**config.mk**
```make
export PLATFORM = sky130hd
export DESIGN_NAME = ita_sync_fifo_flat
export DESIGN_NICKNAME = d
export VERILOG_FILES = /design/src/rtl/ita_sync_fifo_if.sv /design/src/rtl/ita_sync_fifo.sv /design/src/flat_wrapper.sv
export SDC_FILE = /design/constraint.sdc
export NUM_CORES = 1
export LEC_CHECK = 0
export CORE_MARGIN = 5
export CORE_UTILIZATION = 60
export CTS_CLUSTER_SIZE = 40
export DETAILED_ROUTE_END_ITERATION = 10
export PLACE_DENSITY_LB_ADDON = 0.3
export SYNTH_ARGS = -nofsm -noshare
export SYNTH_HDL_FRONTEND = slang
export SYNTH_SLANG_ARGS = --single-unit
```
**constraint.sdc**
```tcl
create_clock -name clk_i -period 3.5 [get_ports clk_i]
set_input_delay 0.7 -clock clk_i [delete_from_list [all_inputs] [get_ports clk_i]]
set_output_delay 0.7 -clock clk_i [all_outputs]
set_load 0.02 [all_outputs]
```
**src/rtl/ita_sync_fifo_if.sv**
```systemverilog
// Push/pop handshake bundle of ita_sync_fifo; master is the surrounding logic, slave is the FIFO.
interface ita_sync_fifo_if #(
    parameter int unsigned DATA_WIDTH = 32,
    parameter int unsigned DEPTH      = 8
);

    localparam int unsigned ADDR_DEPTH = (DEPTH > 1) ? $clog2(DEPTH) : 1;

    logic                  push_i;
    logic [DATA_WIDTH-1:0] data_i;
    logic                  pop_i;
    logic [DATA_WIDTH-1:0] data_o;
    logic                  full_o;
    logic                  empty_o;
    logic [ADDR_DEPTH-1:0] usage_o;

    modport master (
        output push_i, data_i, pop_i,
        input  data_o, full_o, empty_o, usage_o
    );

    modport slave (
        input  push_i, data_i, pop_i,
        output data_o, full_o, empty_o, usage_o
    );

endinterface

```
**src/rtl/ita_sync_fifo.sv**
```systemverilog
// Single-clock FIFO with optional first-word fall-through and non-power-of-two depth support.
// Define ITA_FIFO_ASSERT_EN to compile in simulation-only usage checks.
module ita_sync_fifo #(
    parameter bit          FALL_THROUGH = 1'b0,
    parameter int unsigned DATA_WIDTH   = 32,
    parameter int unsigned DEPTH        = 8,
    localparam int unsigned ADDR_DEPTH  = (DEPTH > 1) ? $clog2(DEPTH) : 1
) (
    input  logic           clk_i,
    input  logic           rst_ni,
    input  logic           flush_i,
    input  logic           testmode_i,
    ita_sync_fifo_if.slave fifo_if
);

    localparam logic [ADDR_DEPTH:0]   FULL_CNT = (ADDR_DEPTH+1)'(DEPTH);
    localparam logic [ADDR_DEPTH-1:0] LAST_PTR = ADDR_DEPTH'(DEPTH - 1);

    logic [ADDR_DEPTH-1:0] read_ptr_q, read_ptr_d;
    logic [ADDR_DEPTH-1:0] write_ptr_q, write_ptr_d;
    logic [ADDR_DEPTH:0]   status_cnt_q, status_cnt_d;
    logic [DATA_WIDTH-1:0] mem_q [DEPTH];

    logic full;
    logic empty;
    logic bypass;
    logic push_ok;
    logic pop_ok;
    logic write_en;
    logic unused_testmode;

    function automatic logic [ADDR_DEPTH-1:0] next_ptr(input logic [ADDR_DEPTH-1:0] ptr);
        return (ptr == LAST_PTR) ? '0 : ptr + 1'b1;
    endfunction

    assign unused_testmode = testmode_i;

    // Fall-through only kicks in while the queue itself is empty.
    assign bypass = FALL_THROUGH && (status_cnt_q == '0) && fifo_if.push_i;
    assign full   = (status_cnt_q == FULL_CNT);
    assign empty  = (status_cnt_q == '0) && !bypass;

    assign fifo_if.full_o  = full;
    assign fifo_if.empty_o = empty;
    assign fifo_if.usage_o = status_cnt_q[ADDR_DEPTH-1:0];
    assign fifo_if.data_o  = bypass ? fifo_if.data_i : mem_q[read_ptr_q];

    always_comb begin
        push_ok      = fifo_if.push_i && !full;
        pop_ok       = fifo_if.pop_i && !empty;
        read_ptr_d   = read_ptr_q;
        write_ptr_d  = write_ptr_q;
        status_cnt_d = status_cnt_q;

        // A word pushed and popped while empty never touches storage.
        if (bypass && fifo_if.pop_i) begin
            push_ok = 1'b0;
            pop_ok  = 1'b0;
        end

        if (push_ok) begin
            write_ptr_d = next_ptr(write_ptr_q);
        end
        if (pop_ok) begin
            read_ptr_d = next_ptr(read_ptr_q);
        end
        status_cnt_d = status_cnt_q + (ADDR_DEPTH+1)'(push_ok) - (ADDR_DEPTH+1)'(pop_ok);

        if (flush_i) begin
            read_ptr_d   = '0;
            write_ptr_d  = '0;
            status_cnt_d = '0;
        end

        write_en = push_ok && !flush_i;
    end

    always_ff @(posedge clk_i or negedge rst_ni) begin
        if (!rst_ni) begin
            read_ptr_q   <= '0;
            write_ptr_q  <= '0;
            status_cnt_q <= '0;
            for (int i = 0; i < int'(DEPTH); i++) begin
                mem_q[i] <= '0;
            end
        end else begin
            read_ptr_q   <= read_ptr_d;
            write_ptr_q  <= write_ptr_d;
            status_cnt_q <= status_cnt_d;
            if (write_en) begin
                mem_q[write_ptr_q] <= fifo_if.data_i;
            end
        end
    end

`ifdef ITA_FIFO_ASSERT_EN
    if (DEPTH < 1) begin : g_bad_depth
        $error("ita_sync_fifo: DEPTH must be at least 1");
    end

    always @(posedge clk_i) begin
        if (rst_ni && fifo_if.push_i && full) begin
            $error("ita_sync_fifo: push while full, data dropped");
        end
        if (rst_ni && fifo_if.pop_i && empty) begin
            $error("ita_sync_fifo: pop while empty ignored");
        end
    end

    a_cnt_bound: assert property (@(posedge clk_i) disable iff (!rst_ni) status_cnt_q <= FULL_CNT)
        else $error("ita_sync_fifo: status count exceeds DEPTH");
`else
    // Checks are compiled out; the datapath above is the complete design.
`endif

endmodule

```
**src/flat_wrapper.sv**
```systemverilog
// flat-port wrapper written by rule: the top's interface ports become plain ports
module ita_sync_fifo_flat 
#(
    parameter bit          FALL_THROUGH = 1'b0,
    parameter int unsigned DATA_WIDTH   = 32,
    parameter int unsigned DEPTH        = 8,
    localparam int unsigned ADDR_DEPTH  = (DEPTH > 1) ? $clog2(DEPTH) : 1
)
  (clk_i, rst_ni, flush_i, testmode_i, fifo_if_push_i, fifo_if_data_i, fifo_if_pop_i, fifo_if_data_o, fifo_if_full_o, fifo_if_empty_o, fifo_if_usage_o);
  ita_sync_fifo_if #(.DATA_WIDTH(DATA_WIDTH), .DEPTH(DEPTH)) fifo_if_i ();
  input  logic clk_i;
  input  logic rst_ni;
  input  logic flush_i;
  input  logic testmode_i;
  input wire logic [$bits(fifo_if_i.push_i)-1:0] fifo_if_push_i;
  input wire logic [$bits(fifo_if_i.data_i)-1:0] fifo_if_data_i;
  input wire logic [$bits(fifo_if_i.pop_i)-1:0] fifo_if_pop_i;
  output wire logic [$bits(fifo_if_i.data_o)-1:0] fifo_if_data_o;
  output wire logic [$bits(fifo_if_i.full_o)-1:0] fifo_if_full_o;
  output wire logic [$bits(fifo_if_i.empty_o)-1:0] fifo_if_empty_o;
  output wire logic [$bits(fifo_if_i.usage_o)-1:0] fifo_if_usage_o;
  assign fifo_if_i.push_i = fifo_if_push_i;
  assign fifo_if_i.data_i = fifo_if_data_i;
  assign fifo_if_i.pop_i = fifo_if_pop_i;
  assign fifo_if_data_o = fifo_if_i.data_o;
  assign fifo_if_full_o = fifo_if_i.full_o;
  assign fifo_if_empty_o = fifo_if_i.empty_o;
  assign fifo_if_usage_o = fifo_if_i.usage_o;
  ita_sync_fifo #(.FALL_THROUGH(FALL_THROUGH), .DATA_WIDTH(DATA_WIDTH), .DEPTH(DEPTH)) u_core (.clk_i(clk_i), .rst_ni(rst_ni), .flush_i(flush_i), .testmode_i(testmode_i), .fifo_if(fifo_if_i));
endmodule
```
Yosys cells after proc, flatten, opt, wreduce, memory -nomap -nowiden
Index checks and enable logic that the tools add are counted.
{ "totals": {"reg_bits": 266, "inputBits": 38, "out_inout_bits": 37, "elab_cells": 46} }
{ "classes": {"n_addsub": 4, "n_lt_le_gt_ge": 3, "eq_ne": 3, "mux": 13, "bitwise": 2, "n_reduce_logical": 10} }
{ "ops": {"columns": ["operator", "n"], "rows": [
  ["bitwise mux 256 bit", 1],
  ["binary-select mux 32 bit (select 3 bit)", 1],
  ["demux 32 bit (select 3 bit)", 1],
  ["2-to-1 mux 32 bit", 3],
  ["2-to-1 mux 3 bit", 6],
  [">= comparator 4 bit, second input constant", 2],
  ["inverter 3 -> 4 bit", 2],
  ["adder 3 x 1 -> 3 bit, second input constant", 2],
  ["== test 3 bit, second input constant", 2],
  ["adder 4 x 1 -> 4 bit", 1],
  ["== test 4 bit, second input constant", 1],
  ["logical AND 1 bit", 4],
  ["zero test 4 bit", 1],
  ["less-than comparator 4 x 1 -> 1 bit, second input constant", 1],
  ["2-to-1 mux 4 bit", 1],
  ["nonzero test 2 bit", 2],
  ["subtractor 4 x 1 -> 4 bit", 1],
  ["zero test 1 bit", 3]
]} }

Longest topological paths before layout
Gate-level depths: netlist of run 1.
{ "depth": {"ltp_word": 6, "depth_mapped": 11, "depth_no_buf": 11} }

Least setup slack after synthesis of run 1
Ideal clock, no wire load.
{ "synth_timing": {"path_kind": "register to register", "startpoint": "reg u_core.status_cnt_q[2]", "endpoint": "reg u_core.status_cnt_q[3]", "setup_time_ps": 125, "arrival_time_ps": 2441, "t_required_ps": 3375, "setup_slack_ps": 934, "stages_incl_launch_ff": 12, "n_path_buf": 0, "period_less_slack_ps": 2566, "path_cell_list": "dfrtp_1 -> inv_1 -> ha_1 -> or3b_2 -> inv_1 -> nor2_1 -> ha_1 -> inv_1 -> ha_1 -> a21o_1 -> a21oi_1 -> mux2_2"} }
{ "synth_between": {"elab_cells_between_ends": 9, "cone_classes": "add/sub: 2; eq/ne: 1; mux: 1; reduce/logical: 5"} }
{ "synth_rtl": {"columns": ["item", "line", "source"], "rows": [
  ["start, declared", "ita_sync_fifo.sv:21", "logic [ADDR_DEPTH:0] status_cnt_q, status_cnt_d;"],
  ["start signal, assigned", "ita_sync_fifo.sv:89", "status_cnt_q <= status_cnt_d;"],
  ["zero test 4 bit", "ita_sync_fifo.sv:41", "assign empty = (status_cnt_q == '0) && !bypass;"],
  ["named net fifo_if_empty_o", "flat_wrapper.sv:20", "output wire logic [$bits(fifo_if_i.empty_o)-1:0] fifo_if_empty_o;"],
  ["zero test 1 bit", "ita_sync_fifo.sv:50", "pop_ok = fifo_if.pop_i && !empty;"],
  ["logical AND 1 bit", "ita_sync_fifo.sv:50", null],
  ["subtractor 4 x 1 -> 4 bit", "ita_sync_fifo.sv:67", "status_cnt_d = status_cnt_q + (ADDR_DEPTH+1)'(push_ok) - (ADDR_DEPTH+1)'(pop_ok);"],
  ["2-to-1 mux 4 bit", "ita_sync_fifo.sv:69", "if (flush_i) begin"],
  ["named net u_core.status_cnt_d[3]", "ita_sync_fifo.sv:21", null]
]} }
The timed path passes the listed nets, and every way through them passes these cells.
A chain may end at the register's enable or synchronous reset.

Final worst setup path of run 1
{ "layout_timing": {"startpoint": "reg u_core.read_ptr_q[0]", "endpoint": "out fifo_if_data_o[2]"} }
{ "layout_between": {"elab_chain_cells": 4} }
{ "layout_lines": {"columns": ["item", "line", "source"], "rows": [
  ["start, declared", "ita_sync_fifo.sv:19", "logic [ADDR_DEPTH-1:0] read_ptr_q, read_ptr_d;"],
  ["start signal, assigned", "ita_sync_fifo.sv:87", "read_ptr_q <= read_ptr_d;"],
  ["inverter 3 -> 4 bit (implied by the code)", "ita_sync_fifo.sv:46", "assign fifo_if.data_o = bypass ? fifo_if.data_i : mem_q[read_ptr_q];"],
  ["binary-select mux 32 bit (select 3 bit)", "ita_sync_fifo.sv:46", null],
  ["2-to-1 mux 32 bit (implied by the code) (2 in series)", "ita_sync_fifo.sv:46", null],
  ["end, declared", "flat_wrapper.sv:18", "output wire logic [$bits(fifo_if_i.data_o)-1:0] fifo_if_data_o;"]
]} }
No other way between the ends. The select of a mux whose other input is x is not followed.

==> out/metrics.yaml, run 1 <==
cells_and_area:
  antennaDiodeCount: 0
  layout.cells.non_filler: 1103
  num-nets-final: 863
  area_growth_pct: 17.2
  final_util_pct: 71.1
  drive_above_1_share_pct: 51.3
  fin_area_um2: 14300
hold_path:
  hold_path.class: "input pin to asynchronous set/reset pin"
floorplanning:
  rows: 52
  die_area_um2: 23300
  die_x_um: 153
  die_y_um: 153
  initial_core_util_pct: 60.7
  core_area_um2: 20100
  ios: 75
setup_path:
  slowest_stage: "dfrtp_4"
  crit_path_max_incr_delay_ps: 580
  end_kind: "output port"
  cp-start-kind: "flop"
  crit_fanout: 11
  cp_num_buf_inv: 2
  critPathKind: "flop to output port"
  critPathTopFamily: "multiplexers"
  cp_data_arrival_time_ps: 2720
  path_cells: "buf_4 > mux4_2 > mux2_2 > clkdlybuf4s50_1"
  crit_required_ps: 2800
cts:
  insertion_delay_ps: 530
  cts_num_sinks: 266
  htree_levels: 1
  cts_buffers: 28
  clockBufferDepth: 3
  cts-root-buf: "clkbuf_16"
  tritoncts: "built"
  clk_pin_slew_ps: 60
timing:
  max_freq_ghz: 0.293
  layout_min_cycle_time_ps: 3420
  setup-violations-final: 0
  timing.final.ws_setup_ps: 83.8
  tightest_slew_ps: 1120
  timing.final.hold_violations: 0
  drv_slew: 0
  finalCritPeriodShare_pct: 97.6
  holdWs_ps: 155
  clock_skew_ps: 9.36
  slew_headroom_pct: 25.6
  tns_ps: 0
synth:
  ys_seq_area_share_pct: 54.6
  ys.flop_type: "dfrtp_1"
  yosys-top-cells-area: "dfrtp_1 (55%), mux2_2 (25%), mux4_2 (12%)"
  synth_area_leader_cell: "dfrtp_1"
  synth_nets: 781
  synth_top_cell_area_share_pct: 54.6
  syn_avg_cell_area_um2: 16.7
  yosysWarnings: 0
  synth.distinct_cells: 31
  synth_async_sr_flop_share_pct: 100
  yosys_register_bits: 266
  syn_area_um2: 12200
  netlist_instances: 732
  synth_edf_count: 0
global_route:
  grt_usage_pct: 22.8
  antenna_found_initial: 0
  grt_pass1_wl_mm: 42.8
  grt_pass1_vias: 7799
  grt_max_degree: 104
  grt_overflow: 0
placement:
  place_hpwl_mm: 15.8
  post-place-ws_ps: 436
  place_congestion: 0.774
  portBuffers: 73
  place_area_um2: 13200
  placedCellCount: 1050
run:
  timing.max_cap.violations: 0
power_and_ir_drop:
  clkPwrFrac_pct: 29.2
  powerDensity_nw_per_um2: 758
  pwr-share-seq_pct: 39.6
  p_total_mw: 10.8
  p_int_mw: 7.82
  netSwitchingPower_mw: 3.01
  leakagePower_nw: 6.45
  power_frac_comb_pct: 31.2
  swShare_pct: 27.8
  ir_drop_mv: 0.517
routing:
  wire_per_inst_um: 23.6
  drc: 0
  finalWirelength_mm: 26.0
  viasPerCell: 6.13
  antenna_left: 0
  num_vias: 6756
  firstDrtPassIters: 4
  drtIter0Drc: 420
status:
  status: "complete, no violations"
## registers in the layout, indices dropped and copies added, names as in the netlist
name,cells
u_core.status_cnt_q,4
u_core.write_ptr_q,3
u_core.read_ptr_q,3
u_core.mem_q,256
## cells in the mapped netlist (2+ instances only)
master / n
buf_6: 12
dfrtp_1: 266
nand4b_1: 2
mux2_1: 13
nor2_1: 5
a21oi_1: 7
ha_1: 10
buf_4: 7
nor4b_4: 2
inv_1: 9
or4_1: 2
mux4_2: 64
nor2b_1: 3
mux2_2: 276
o21ai_0: 6
nand3_1: 5
buf_2: 18
clkbuf_1: 12
## worst register-to-register path: cells and delay by family, from the launching register on
| family | cells | cell delay [ps] |
|---|---|---|
| AO/OA/AOI/OAI | 2 | 350 |
| adder cells (fa/ha/maj) | 3 | 640 |
| buffers and inverters | 3 | 300 |
| flip-flops | 1 | 380 |
| multiplexers | 1 | 340 |
| AND/OR/NAND/NOR | 2 | 540 |
## per-layer routing
layer	vias up	GRT usage, %	wire, µm	part of all wire, %
met5	-	0	0	0
met4	0	6.24	692	2.7
met3	52	3.49	986	3.8
met2	157	40.0	13700	53
met1	3647	30.0	10700	41
li1	2900	-	-	-
## path summary, 6_finish.rpt
| check | start | endpoint | slack, ps | cells past startpoint |
|---|---|---|---|---|
| min in group clk_i | u_core.mem_q[57]$_DFFE_PN0P_ | u_core.mem_q[57]$_DFFE_PN0P_ | 490 | 1 |
| max reg2reg | u_core.status_cnt_q[2]$_DFF_PN0_ | u_core.status_cnt_q[3]$_DFF_PN0_ | 840 | 11 |
| max in group asynchronous | rst_ni | u_core.mem_q[204]$_DFFE_PN0P_ | 2320 | 2 |
| min reg2reg | u_core.mem_q[57]$_DFFE_PN0P_ | u_core.mem_q[57]$_DFFE_PN0P_ | 490 | 1 |
| max | u_core.read_ptr_q[0]$_DFFE_PN0P_ | fifo_if_data_o[2] | 80 | 4 |
| min | rst_ni | u_core.mem_q[196]$_DFFE_PN0P_ | 150 | 1 |
## logic make-up after synthesis
family / after synthesis / synth area share (%)
mux: 353 / 38.5
flops: 266 / 54.6
buf+inv: 60 / 3.10
simple gates: 27 / 1.97
compound gates: 14 / 0.595
fa+ha+maj: 11 / 1.19
xor+xnor: 1 / 0.0718
## placed cells by master (no fill, tap or decap), types with 2 or more instances in the layout
| master | synthesis | final |
|---|---|---|
| nor4b_4 | 2 | 2 |
| bufinv_16 | 0 | 4 |
| dfrtp_4 | 0 | 2 |
| clkbuf_16 | 0 | 29 |
| clkbuf_1 | 12 | 4 |
| mux2_1 | 13 | 13 |
| nor2b_1 | 3 | 3 |
| clkbuf_8 | 0 | 10 |
| inv_1 | 9 | 9 |
| clkinv_2 | 0 | 2 |
| or4_1 | 2 | 2 |
| dfrtp_1 | 266 | 263 |
| buf_4 | 7 | 19 |
| nand3_1 | 5 | 4 |
| clkdlybuf4s50_1 | 0 | 72 |
| mux2_2 | 276 | 276 |
| o21ai_0 | 6 | 6 |
| buf_12 | 0 | 9 |
| mux4_2 | 64 | 64 |
| ha_1 | 10 | 10 |
| nor2_1 | 5 | 5 |
| nand4b_1 | 2 | 2 |
| a21oi_1 | 7 | 7 |
## cell type report
type,count,area [µm²]
timing repair buffer,102,1070
tap,270,338
multi-input combinational,406,5170
inverter,10,40.0
clock inverter,6,130
sequential,266,6670
clock buffer,43,878
fill,1250,5820
## power groups by stage
stage | Combinational, mW | Sequential (mW) | Clock (mW)
2_1_floorplan | 2.33 | 4.10 | 0
3_3_place_gp | 3.25 | 4.23 | 0
3_5_place_dp | 3.36 | 4.33 | 0
4_1_cts | 3.42 | 4.28 | 3.23
5_1_grt | 3.62 | 4.36 | 3.36
6_report | 3.38 | 4.28 | 3.17
## repair_timing
| item | 4_1_cts | 5_1_grt |
|---|---|---|
| gates resized for setup | 0 | 2 |
| setup endpoints to repair | 27 | 9 |
| setup buffers | 2 | 2 |
| gates cloned | 0 | 0 |
| hold buffers | 0 | 0 |
| hold endpoints to repair | 0 | 0 |
(Power assumes the default switching activity.)
==> run 2, diff against run 1 <==
PLACE_DENSITY = 0.78   (was default)
PLACE_DENSITY_LB_ADDON = default   (was 0.3)
SLEW_MARGIN = 20   (was default)
==> run 2 against run 1 <==
Power decreased by 4.4%. Critical path depth unchanged. Register-to-register slack got worse by 30 ps. Die area unchanged. Worst hold slack improved by 50 ps. Design area decreased by 0.95%. Critical endpoint is now fifo_if_data_o[25]. Largest cell class unchanged. Largest power group unchanged. Highest routed layer is now met5.
==> out/metrics.yaml, run 2 (same netlist as run 1, synthesis figures left out) <==
status:
  status: "complete, no violations"
cts:
  cts-root-buf: "clkbuf_16"
  insertion_delay_ps: 520
  cts_hold_buf: 0
  htree_levels: 1
  cts_buffers: 27
  clk_pin_slew_ps: 60
  cts_num_sinks: 266
  cts_setup_buffers: 4
  tritoncts: "built"
  cts_resized: 0
  clockBufferDepth: 3
floorplanning:
  initial_core_util_pct: 60.7
  die_area_um2: 23300
  rows: 52
  core_area_um2: 20100
  ios: 75
  die_x_um: 153
  die_y_um: 153
cells_and_area:
  largestRegisters: "u_core.mem_q (256), u_core.status_cnt_q (4)"
  area_growth_pct: 16.0
  top_register: "u_core.mem_q"
  layout_commonest_cell: "mux2_2"
  drive_above_1_share_pct: 51.0
  num-nets-final: 864
  fin_area_um2: 14200
  layout_common_cells: "mux2_2 (276), dfrtp_1 (263), clkdlybuf4s50_1 (72)"
  largest_reg_flops: 256
  antennaDiodeCount: 0
routing:
  antenna_left: 0
  drc: 0
  finalWirelength_mm: 25.2
  drtIter0Drc: 309
  num_vias: 6662
  firstDrtPassIters: 4
  wire_per_inst_um: 22.9
  viasPerCell: 6.03
placement:
  place_congestion: 0.766
  place_area_um2: 13300
  place_hpwl_mm: 15.3
  portBuffers: 73
timing:
  drv_slew: 0
  tns_ps: 0
  clock_skew_ps: 9.41
  setup-violations-final: 0
  slew_headroom_pct: 27.1
  timing.final.hold_violations: 0
  grt_setup_unrepaired: "no"
  tightest_slew_ps: 1090
  layout_min_cycle_time_ps: 3410
  max_freq_ghz: 0.293
  finalCritPeriodShare_pct: 97.6
  holdWs_ps: 205
setup_path:
  cp_data_arrival_time_ps: 2710
  crit_required_ps: 2800
  critPathKind: "flop to output port"
  crit_fanout: 12
  end_kind: "output port"
  cp-start-kind: "flop"
global_route:
  grt_overflow: 0
  grt_max_degree: 98
  grt_pass1_vias: 7627
  grt_pass1_wl_mm: 41.8
  grt_usage_pct: 22.2
  antenna_found_initial: 1
power_and_ir_drop:
  leakagePower_nw: 6.39
  netSwitchingPower_mw: 2.95
  pwr-share-seq_pct: 41.2
  powerDensity_nw_per_um2: 731
  p_int_mw: 7.39
  power_frac_comb_pct: 32.8
  swShare_pct: 28.6
  clkPwrFrac_pct: 26.1
  ir_drop_mv: 0.421
hold_path:
  hold_path.class: "input pin to asynchronous set/reset pin"
run:
  timing.max_cap.violations: 0
[run 2: area by class of cell]
| cell class | count | area (µm²) |
|---|---|---|
| fillers | 1297 | 5950 |
| clock buffers | 38 | 757 |
| clock inverters | 10 | 75.1 |
| well taps | 270 | 338 |
| flip-flops and latches | 266 | 6660 |
| multi-input cells | 406 | 5170 |
| inverters | 10 | 40.0 |
| repair buffers | 104 | 1110 |
[run 2: per-layer routing]
metal	vias to the layer above	part of all wire (%)	global-route usage, %
met3	37	3.4	3.24
met2	131	52	37.9
li1	2903	-	-
met4	2	1.9	5.56
met1	3589	43	30.5
met5	-	0.028	0
[run 2: per-stage QoR]
| stage | instances | total power [mW] | utilization [%] | setup WS, ps |
|---|---|---|---|---|
| finish | 1104 | 10.4 | 70.4 | 85.5 |
| global route | 1104 | 10.9 | 70.4 | 17.8 |
| CTS | 1104 | 10.5 | 70.4 | 46.0 |
| detailed placement | 1052 | 7.69 | 66.1 | 369 |
| global placement | 1052 | 7.48 | 66.1 | 371 |
| floorplan | 732 | 6.43 | - | 934 |
[run 2: final timing paths]
kind	from	to	slack, ps	depth (start not counted)
worst min register to register	u_core.mem_q[61]$_DFFE_PN0P_	u_core.mem_q[61]$_DFFE_PN0P_	490	1
worst max register to register	u_core.status_cnt_q[2]$_DFF_PN0_	u_core.status_cnt_q[3]$_DFF_PN0_	810	11
max in group asynchronous	rst_ni	u_core.mem_q[207]$_DFFE_PN0P_	2410	2
worst max-delay path	u_core.read_ptr_q[0]$_DFFE_PN0P_	fifo_if_data_o[25]	90	4
worst min-delay path	rst_ni	u_core.mem_q[136]$_DFFE_PN0P_	210	1
min in group clk_i	u_core.mem_q[61]$_DFFE_PN0P_	u_core.mem_q[61]$_DFFE_PN0P_	490	1
[run 2: power by group through the flow]
stage / logic [mW] / registers, mW / clock network (mW)
3_5_place_dp: 3.35 / 4.34 / 0
4_1_cts: 3.44 / 4.26 / 2.76
3_3_place_gp: 3.24 / 4.24 / 0
2_1_floorplan: 2.33 / 4.10 / 0
5_1_grt: 3.63 / 4.34 / 2.90
6_report: 3.39 / 4.26 / 2.70
[run 2: critical path, stage by stage, from the launching register on]
cell and delay [ps]:
dfrtp_4 590, buf_8 240, mux4_2 510, mux2_2 290, clkdlybuf4s50_1 560
==> run 3, diff against run 2 <==
RECOVER_POWER = 100   (was default)
==> run 3 against run 2 <==
The run now ends with max-capacitance violations, max-slew violations left. Clock power about the same. Via count increased by 0.11%. Final cell count did not move. Critical path depth stayed put. Sequential share of layout area grew 0.59 points. Wire length decreased by 0.24%. Setup slack got worse by 22 ps. Clock skew rose by 1.4 ps. Flip-flop and latch count unchanged. Combinational power down 1%. Largest cell class unchanged. Largest power group unchanged.
==> out/metrics.yaml, run 3 (same netlist as run 1, synthesis figures left out) <==
cells_and_area:
  layout_commonest_cell: "mux2_2"
  top_register: "u_core.mem_q"
  antennaDiodeCount: 0
  area_growth_pct: 14.6
  layout.cells.non_filler: 1104
  drive_above_1_share_pct: 48.8
  largestRegisters: "u_core.mem_q (256), u_core.status_cnt_q (4)"
  largest_reg_flops: 256
  layout_common_cells: "mux2_2 (272), dfrtp_1 (263), clkdlybuf4s50_1 (67)"
  fillerInstances: 1328
  num-nets-final: 864
placement:
  portBuffers: 73
  place_hpwl_mm: 15.3
  place_congestion: 0.766
  placedCellCount: 1052
  post-place-ws_ps: 369
timing:
  max_freq_ghz: 0.291
  grt_setup_unrepaired: "no"
  timing.final.hold_violations: 0
  slew_headroom_pct: -60.8
  finalCritPeriodShare_pct: 98.2
  layout_min_cycle_time_ps: 3440
  setup-violations-final: 0
  clock_skew_ps: 10.8
  drv_slew: 97
  tns_ps: 0
  tightest_slew_ps: 2410
  timing.final.ws_setup_ps: 63.7
setup_path:
  end_kind: "output port"
  cp-start-kind: "flop"
  cp_data_arrival_time_ps: 2740
  r2r_slack_ps: 260
  rr_worst_depth: 7
  cp.depth: 4
  critPathTopFamily: "buffers and inverters"
  crit_fanout: 16
  cp_num_buf_inv: 2
  regToRegEndpoint: "u_core.mem_q[93]$_DFFE_PN0P_"
  path_cells: "buf_4 > mux4_2 > mux2_1 > clkdlybuf4s50_1"
  slowest_stage: "dfrtp_2"
  critPathKind: "flop to output port"
  crit_path_max_incr_delay_ps: 690
  rr_startpoint: "u_core.status_cnt_q[2]$_DFF_PN0_"
  crit_required_ps: 2800
power_and_ir_drop:
  powerDensity_nw_per_um2: 737
  ir_drop_mv: 0.411
  p_total_mw: 10.3
  leakagePower_nw: 6.37
cts:
  clockBufferDepth: 3
  cts-root-buf: "clkbuf_16"
  cts_buffers: 27
  cts_hold_buf: 0
  htree_levels: 1
  clk_pin_slew_ps: 60
  cts_num_sinks: 266
  insertion_delay_ps: 520
  tritoncts: "built"
global_route:
  grt_pass1_wl_mm: 41.8
  grt_max_degree: 98
  grt_pass1_vias: 7627
  grt_usage_pct: 22.2
  antenna_found_initial: 1
  grt_overflow: 0
routing:
  firstDrtPassIters: 4
  drtIter0Drc: 296
  num_vias: 6669
  wire_per_inst_um: 22.8
  finalWirelength_mm: 25.2
  antenna_left: 0
  drc: 0
  viasPerCell: 6.04
floorplanning:
  initial_core_util_pct: 60.7
  ios: 75
  die_area_um2: 23300
  die_y_um: 153
  rows: 52
  core_area_um2: 20100
  die_x_um: 153
run:
  timing.max_cap.violations: 1
hold_path:
  hold_start: "u_core.mem_q[140]$_DFFE_PN0P_"
  hold_path.class: "flop to flop"
  whs_path_depth: 1
  min_to: "u_core.mem_q[140]$_DFFE_PN0P_"
status:
  status: "finished, violations left"
  violations: "max-capacitance violations, max-slew violations"
run 3: cell count changes in the layout (fill, tap and decap cells not counted), moves of 2 or more:
cell             delta
clkbuf_2           +10
buf_4              -14
clkbuf_1            +7
mux2_2              -4
nor4b_4             -2
clkdlybuf4s50_1     -5
mux2_1              +4
dlygate4sd3_1       +5
buf_12              -4
nor4b_1             +2
run 3: routing by layer:
metal  GRT usage, %  part of all wire (%)  up-vias  wire length, µm
met3           3.24                   3.4       39              856
met4           5.56                   2.0        2              498
met1           30.5                    43     3595            10900
met2           37.9                    51      133            12900
met5              0                 0.044        -               11
li1               -                     -     2900                -
run 3: worst max path at each step:
stage                                       endpoint  slack, ps                             start
CTS                               fifo_if_data_o[20]         50  u_core.read_ptr_q[0]$_DFFE_PN0P_
global route                      fifo_if_data_o[23]         10  u_core.read_ptr_q[1]$_DFFE_PN0P_
floorplan           u_core.status_cnt_q[3]$_DFF_PN0_        930  u_core.status_cnt_q[2]$_DFF_PN0_
detailed placement                fifo_if_data_o[12]        370  u_core.read_ptr_q[0]$_DFFE_PN0P_
global placement                  fifo_if_data_o[20]        370  u_core.read_ptr_q[0]$_DFFE_PN0P_
finish                            fifo_if_data_o[23]         60  u_core.read_ptr_q[1]$_DFFE_PN0P_
run 3: cell type report:
| cell class | count | area (µm²) | area share, % |
|---|---|---|---|
| clock buffers | 38 | 757 | 5.42 |
| clock inverters | 10 | 75.1 | 0.537 |
| inverters | 10 | 40.0 | 0.286 |
| multi-input cells | 406 | 5090 | 36.5 |
| flip-flops and latches | 266 | 6660 | 47.7 |
| well taps | 270 | 338 | 2.42 |
| repair buffers | 104 | 1010 | 7.22 |
run 3: repair_timing:
action	in CTS	in global routing
setup endpoints to repair	27	0
setup buffers	4	0
gates resized for setup	0	0
run 3: power by group:
| group | internal (mW) | switching (mW) | total (mW) | leakage (nW) |
|---|---|---|---|---|
| sequential | 3.83 | 0.433 | 4.26 | 3.51 |
| combinational | 1.97 | 1.38 | 3.35 | 2.43 |
| clock | 1.57 | 1.12 | 2.70 | 0.419 |
| total | 7.37 | 2.93 | 10.3 | 6.37 |
run 3: stage by stage:
stage	util [%]	cell area (µm²)	hold slack, ps
final	69.5	14000	486
after global placement	66.1	13300	462
after detailed placement	66.1	13300	475
after floorplan	-	12200	404
after global routing	69.5	14000	506
after CTS	70.4	14200	232
